**src/rtl/imem_program_loader_pkg.sv**
```systemverilog
// rtl/imem_program_loader_pkg.sv - shared states and stream-format constants for the boot loader
package imem_program_loader_pkg;

  typedef enum logic [2:0] {
    ST_IDLE,
    ST_LEN_LO,
    ST_LEN_HI,
    ST_DATA,
    ST_WRITE,
    ST_RUN,
    ST_ERROR,
    ST_CSUM
  } loader_state_t;

  localparam int unsigned HDR_BYTES      = 2;
  localparam int unsigned BYTES_PER_WORD = 4;

endpackage

```
**src/rtl/loader_word_assembler.sv**
```systemverilog
// rtl/loader_word_assembler.sv - packs little-endian bytes into 32-bit words
module loader_word_assembler
  import imem_program_loader_pkg::*;
(
  input  logic        clk,
  input  logic        arst_n,
  input  logic        clear,
  input  logic        byte_valid,
  input  logic [7:0]  byte_data,
  output logic [31:0] word,
  output logic        word_done
);

  logic [1:0]  cnt_q;
  logic [23:0] shreg_q;

  // The final byte is combined directly so the word is ready on its handshake cycle.
  assign word      = {byte_data, shreg_q};
  assign word_done = byte_valid && (cnt_q == 2'(BYTES_PER_WORD - 1));

  always_ff @(posedge clk or negedge arst_n) begin
    if (!arst_n) begin
      cnt_q   <= '0;
      shreg_q <= '0;
    end else if (clear) begin
      cnt_q   <= '0;
      shreg_q <= '0;
    end else if (byte_valid) begin
      cnt_q   <= cnt_q + 2'd1;
      shreg_q <= {byte_data, shreg_q[23:8]};
    end
  end

endmodule

```
**src/rtl/imem_program_loader.sv**
```systemverilog
// rtl/imem_program_loader.sv - boot-time byte-stream loader into instruction memory
// Optional trailing XOR checksum byte enabled by LOADER_CHECKSUM_EN.
module imem_program_loader
  import imem_program_loader_pkg::*;
#(
  parameter int unsigned MAX_WORDS = 128,
  parameter int unsigned ADDR_W    = 64
) (
  input  logic              clk,
  input  logic              arst_n,
  input  logic [7:0]        s_data,
  input  logic              s_valid,
  output logic              s_ready,
  input  logic              restart,
  output logic [ADDR_W-1:0] addr_ext,
  output logic              wen_ext,
  output logic              ren_ext,
  output logic [31:0]       wdata_ext,
  output logic              cpu_enable,
  output logic              busy,
  output logic              error,
  output logic [15:0]       words_loaded
);

  loader_state_t     state_q, next_state, fin_state;
  logic [7:0]        len_lo_q;
  logic [15:0]       len_q, len_next, word_idx_q, words_loaded_q;
  logic [ADDR_W-1:0] addr_q;
  logic [31:0]       wdata_q, asm_word;
  logic              hs, data_hs, word_done, last_word;

  assign hs        = s_valid && s_ready;
  assign data_hs   = hs && (state_q == ST_DATA) && !restart;
  assign len_next  = {s_data, len_lo_q};
  assign last_word = (word_idx_q + 16'd1) >= len_q;

`ifdef LOADER_CHECKSUM_EN
  logic [7:0] csum_q;
  assign fin_state = ST_CSUM;
`else
  assign fin_state = ST_RUN;
`endif

  loader_word_assembler u_asm (
    .clk        (clk),
    .arst_n     (arst_n),
    .clear      (restart),
    .byte_valid (data_hs),
    .byte_data  (s_data),
    .word       (asm_word),
    .word_done  (word_done)
  );

  always_comb begin
    next_state = state_q;
    s_ready    = 1'b0;
    case (state_q)
      ST_IDLE:   next_state = ST_LEN_LO;
      ST_LEN_LO: begin
        s_ready = 1'b1;
        if (hs) next_state = ST_LEN_HI;
      end
      ST_LEN_HI: begin
        s_ready = 1'b1;
        if (hs) begin
          if (len_next == 16'd0)                  next_state = fin_state;
          else if ({16'd0, len_next} > MAX_WORDS) next_state = ST_ERROR;
          else                                    next_state = ST_DATA;
        end
      end
      ST_DATA: begin
        s_ready = 1'b1;
        if (word_done) next_state = ST_WRITE;
      end
      ST_WRITE:  next_state = last_word ? fin_state : ST_DATA;
`ifdef LOADER_CHECKSUM_EN
      ST_CSUM: begin
        s_ready = 1'b1;
        if (hs) next_state = (s_data == csum_q) ? ST_RUN : ST_ERROR;
      end
`endif
      default:   next_state = state_q;
    endcase
  end

  always_ff @(posedge clk or negedge arst_n) begin
    if (!arst_n) begin
      state_q        <= ST_IDLE;
      len_lo_q       <= '0;
      len_q          <= '0;
      word_idx_q     <= '0;
      words_loaded_q <= '0;
      addr_q         <= '0;
      wdata_q        <= '0;
`ifdef LOADER_CHECKSUM_EN
      csum_q         <= '0;
`endif
    end else if (restart) begin
      // Any byte handshaking in this cycle is discarded.
      state_q        <= ST_IDLE;
      len_lo_q       <= '0;
      len_q          <= '0;
      word_idx_q     <= '0;
      words_loaded_q <= '0;
`ifdef LOADER_CHECKSUM_EN
      csum_q         <= '0;
`endif
    end else begin
      state_q <= next_state;
      if (state_q == ST_LEN_LO && hs) len_lo_q <= s_data;
      if (state_q == ST_LEN_HI && hs) len_q <= len_next;
      if (word_done) begin
        wdata_q <= asm_word;
        addr_q  <= ADDR_W'({word_idx_q, 2'b00});
      end
      if (state_q == ST_WRITE) begin
        word_idx_q     <= word_idx_q + 16'd1;
        words_loaded_q <= words_loaded_q + 16'd1;
      end
`ifdef LOADER_CHECKSUM_EN
      if (data_hs) csum_q <= csum_q ^ s_data;
`endif
    end
  end

  assign addr_ext     = addr_q;
  assign wdata_ext    = wdata_q;
  assign wen_ext      = (state_q == ST_WRITE);
  assign ren_ext      = 1'b0;
  assign cpu_enable   = (state_q == ST_RUN);
  assign error        = (state_q == ST_ERROR);
  assign words_loaded = words_loaded_q;
  // No byte has been taken while in LEN_LO, so it does not count as busy.
  assign busy = (state_q == ST_LEN_HI) || (state_q == ST_DATA) ||
                (state_q == ST_WRITE)  || (state_q == ST_CSUM);

endmodule

```
**config.mk**
```make
export PLATFORM = sky130hd
export DESIGN_NAME = imem_program_loader
export DESIGN_NICKNAME = d
export VERILOG_FILES = /design/src/rtl/imem_program_loader_pkg.sv /design/src/rtl/loader_word_assembler.sv /design/src/rtl/imem_program_loader.sv
export SDC_FILE = /design/constraint.sdc
export NUM_CORES = 1
export LEC_CHECK = 0
export ABC_AREA = 1
export BUFFER_PORTS_ARGS = -buffer_cell sky130_fd_sc_hd__clkbuf_2
export CORE_UTILIZATION = 35
export DETAILED_ROUTE_END_ITERATION = 8
export SLEW_MARGIN = 10
export SYNTH_ARGS = -nofsm -noshare
export SYNTH_HDL_FRONTEND = slang
export SYNTH_SLANG_ARGS = --single-unit
```
**constraint.sdc**
```tcl
create_clock -name clk -period 4.51 [get_ports clk]
set_input_delay 0.902 -clock clk [delete_from_list [all_inputs] [get_ports clk]]
set_output_delay 0.902 -clock clk [all_outputs]
set_load 0.05 [all_outputs]
```
; ---- Yosys cells after proc, flatten, opt, wreduce, memory -nomap -nowiden
; Cells that the tools add are included.
[classes]
n_lt_le_gt_ge = 2
n_mux = 21
n_reduce_logical = 20
n_bitwise = 1
n_eq_ne = 11
addsub = 3
[ops]
columns = cell, n
row1 = $mux W16, 6
row2 = $mux W24, 2
row3 = $add A16 B1 Y16 const B, 2
row4 = $mux W3, 7
row5 = $ge A16 B16 Y1, 1
row6 = $gt A16 B8 Y1 const B, 1
row7 = $logic_not A16 Y1, 1
row8 = $mux W8, 2
row9 = $pmux W3 S5, 1
row10 = $eq A3 B3 Y1 const B, 4
row11 = $reduce_bool A2 Y1, 4
row12 = $eq A3 B2 Y1 const B, 2
row13 = $logic_and A1 B1 Y1, 6
row14 = $ne A3 B3 Y1 const B, 2
row15 = $reduce_bool A6 Y1, 1
row16 = $mux W2, 2
row17 = $reduce_and A4 Y1, 1
row18 = $eq A3 B1 Y1 const B, 1
row19 = $logic_not A3 Y1, 1
row20 = $logic_or A1 B1 Y1, 3
row21 = $ne A3 B2 Y1 const B, 1
row22 = $reduce_or A3 Y1, 1
row23 = $add A2 B1 Y2 const B, 1
row24 = $eq A2 B2 Y1 const B, 1
row25 = 4 further kinds, 4
[totals]
wordCells = 67
regBits = 133

; ---- Depth between registers and ports, before layout
[logic_depth]
depth_word = 10
mapped_depth = 21

; ---- Hierarchy
; A second synthesis with hierarchy kept.
[hier_totals]
hier_cells = 743
hier_area_um2 = 6839.1
[by_module_without_submodules]
columns = module, cells_each, seq_area_each_um2, area_per_inst_um2, instances
row1 = imem_program_loader, 618, 2677.6, 5574.1, 1
row2 = loader_word_assembler, 125, 650.6, 1265.0, 1

; ---- Least setup slack after synthesis
; No wires, ideal clock.
[synth_path]
kind = register to output
startpoint = register state_q[1]
endpoint = output busy
stages_incl_launch_ff = 6
t_arrival_ns = 1.745
path_slack_ns = 1.863
t_required_ns = 3.608
n_path_buf = 0
cell_sequence = dfrtp_1 nor2_2 nand2_1 inv_1 a21oi_1 o21ai_0
[synth_via]
word_cells_on_any_way = 7
classes_between = eq/ne: 4 / reduce/logical: 3
[synth_rtl]
columns = element, line_no
row1 = "start, declared", imem_program_loader.sv:25  ; loader_state_t state_q, next_state, fin_state;
row2 = "start signal, assigned", imem_program_loader.sv:109  ; state_q <= next_state;
row3 = $eq A3 B3 Y1, n/a
row4 = via wen_ext, imem_program_loader.sv:16  ; output logic wen_ext,
row5 = $logic_or A1 B1 Y1, imem_program_loader.sv:134  ; assign busy = (state_q == ST_LEN_HI) || (state_q == ST_DATA) ||
row6 = $logic_or A1 B1 Y1, imem_program_loader.sv:135  ; (state_q == ST_WRITE) || (state_q == ST_CSUM);
row7 = "end, declared", imem_program_loader.sv:20  ; output logic busy,
; The timed path passes the listed nets, and every way through them passes these cells.

; ---- Worst setup path in the final report
[layout_path]
startpoint = register state_q[1]
endpoint = output busy
[layout_via]
elab_chain_len = 4
word_cells_on_any_way = 7
classes_between = eq/ne: 4 / reduce/logical: 3
[layout_rtl]
columns = element, line_no
row1 = $eq A3 B2 Y1, imem_program_loader.sv:134
row2 = $logic_or A1 B1 Y1 (2 in series), imem_program_loader.sv:134
row3 = $logic_or A1 B1 Y1 (*), imem_program_loader.sv:135
; Every way passes the cells marked *; elsewhere a longest branch is shown, timed or not.

==> reports/qor.csv <==
metric,value,unit
status,"finished, violations left",
violations,design-rule violations,
crit_required,3610,ps
worst_slew_pin_slew,859,ps
reg2reg_slack,1720,ps
fin_ws,1660,ps
drt_pass1_iterations,7,
slew_headroom,0.426,
ant_nets,0,
hold_path_class,primary input to asynchronous set/reset pin,
worst_clock_skew,8.95,ps
netlist_instances,763,
r2r_start,word_idx_q[0],
met3_usage,0.0376,
ir_drop,266,uV
cts.htree.levels,4,
cp.arrival,1950,ps
final.setup.tns,0,ps
die_area,0.0192,sq mm
fmax,350,MHz
routedWlPerCell,13.2,microns
cts_root_buffer,clkbuf_16,
synth_top_cells_by_count,"nand2_1 (159), dfrtp_1 (133), inv_1 (109)",
antenna_found_initial,0,
synth-xor-area-share,0.00805,
start_kind,register,
num_vias,4997,
netlist-cell-type-count,35,
die_h,139,microns
setup_violations,0,
synth_area_leaders,"dfrtp_1 (51%), nand2_1 (9.1%), inv_1 (6.3%), buf_4 (5.6%), o21ai_0 (4.1%)",
clock_path_buffers,2,
synth-adder-area-share,0.0364,
grt_pass1_vias,4731,
ys_ff_latch,133,
power_leakage,3.76,nW
nets,874,
drtIter0Drc,345,
drv_slew,0,
rsz0062_at_grt,false,
dieWidth,139,microns
start_util,0.360,
clk_latency,420,ps
antennaDiodeCount,0,
pre_cts_slack,1510,ps
port_buffers,80,
num_io_pins,130,
ctsHoldBuffers,0,
hold_violations,0,
period_minus_slack,2850,ps
route.detailed.drc,24,
ys_async_sr_fraction,1.00,
post_cts_buffers,0,
grt_use_total,0.160,
synth_edf_count,0,
grt_max_degree,78,
overflow,0,
synth_mux_area_frac,0.00863,
endpoint_kind,primary output,
synth_top_family_by_area,simple AND/OR/NAND/NOR gates,
yosys.area_share.simple,0.174,
core-area,0.0181,sq mm
worstRegToRegCells,18,
drt-total-wl,14.3,mm
cts_sinks,133,
r2r_end,state_q[2],
drive_above_1_share,0.154,
cp_max_fo,7,
grt_pass1_wl,24.3,mm
crit_type,register to primary output,
post-route-period-util,0.633,
ctsResizeCount,0,
syn_avg_cell_area,8.55,sq um
yosys_most_used_dff,dfrtp_1,
tritoncts,done,
synth_compound_gate_area_share,0.121,
grt.busiest_layer,met2,
hold_ws,468,ps
grtUsageMet1,0.231,
syn2layout_area_growth,15.1,%
synth_most_common_cell,nand2_1,
globalplace.congestion,0.819,
power_density,401,mW/mm^2
syn_area,0.00653,sq mm
nFillCells,1860,
ys_seq_area_frac,0.510,
path_clk_slew,60,ps
cts_buffers,17,
maxCapViolCount,0,
synth_warnings,0,
viasPerCell,4.61,
instances_no_fill,1085,
rows,49,
yosys.area.top_type,dfrtp_1,
hpwlAfterDp,10.2,mm
met2_usage,0.231,
place_inst,1053,
synth_top_area_frac,0.510,
[sequential cells by signal (all words and copies together), names as in the netlist, 3 cells and up]
register and count:
addr_ext 16, len_lo_q 8, len_q 16, state_q 3, u_asm.shreg_q 24, wdata_ext 32, word_idx_q 16, words_loaded 16
[critical path: stages (launching register included)]
cell	delay [ps]
dfrtp_1	460
nor2_2	200
nand2_1	190
inv_1	250
a21oi_1	60
o21ai_0	80
clkbuf_2	300
[layout make-up]
class | count | area (sq um) | share of cell area
flip-flops and latches | 133 | 3330 | 0.443
well taps | 229 | 287 | 0.0382
clock inverters | 11 | 92.6 | 0.0123
inverters | 111 | 417 | 0.0555
clock buffers | 21 | 470 | 0.0626
multi-input cells | 495 | 2460 | 0.327
repair buffers | 85 | 457 | 0.0608
[metrics by stage]
stage               power (mW)   util  instance area [sq um]
floorplan                 1.66      -                   6710
global placement          1.74  0.383                   6950
detailed placement        1.74  0.383                   6950
CTS                       3.05  0.414                   7510
global route              3.14  0.414                   7510
finish                    3.01  0.414                   7510
[routing by layer]
layer	wire length (microns)	share of wire
met1	7180	0.50
met2	6420	0.45
met3	591	0.041
met4	160	0.011
met5	0	0
[power breakdown]
part / leakage, nW / internal [mW] / switching (mW)
Sequential: 1.79 / 1.24 / 0.0311
Combinational: 1.70 / 0.0882 / 0.353
Clock: 0.267 / 0.756 / 0.537
[worst max-delay path by stage]
| stage | end | cells after the start | start | slack (ps) |
|---|---|---|---|---|
| 2_1_floorplan | busy | 5 | state_q[1] | 1860 |
| 3_3_place_gp | addr_ext[3] | 7 | restart | 1590 |
| 3_5_place_dp | addr_ext[7] | 7 | restart | 1510 |
| 4_1_cts | busy | 6 | state_q[1] | 1610 |
| 5_1_grt | state_q[2] | 18 | word_idx_q[0] | 1410 |
| 6_report | busy | 6 | state_q[1] | 1660 |
[cell usage in the layout, fill, tap and decap left out, types with 21 or more instances in the layout]
cell type and instances:
o22ai_1 29, dfrtp_1 133, clkbuf_2 79, conb_1 49, inv_1 109, a21oi_1 21, nand2_1 159, nor2_1 46
nand3_1 32, o21ai_0 53, o21ai_1 41
[kinds of logic after synthesis]
kind of cell,Yosys count
buf+inv,183
flops,133
mux,5
simple gates,268
xor+xnor,6
fa+ha+maj,19
compound gates,148
other cells,1
Note: power is estimated with default switching activity, not from simulation.
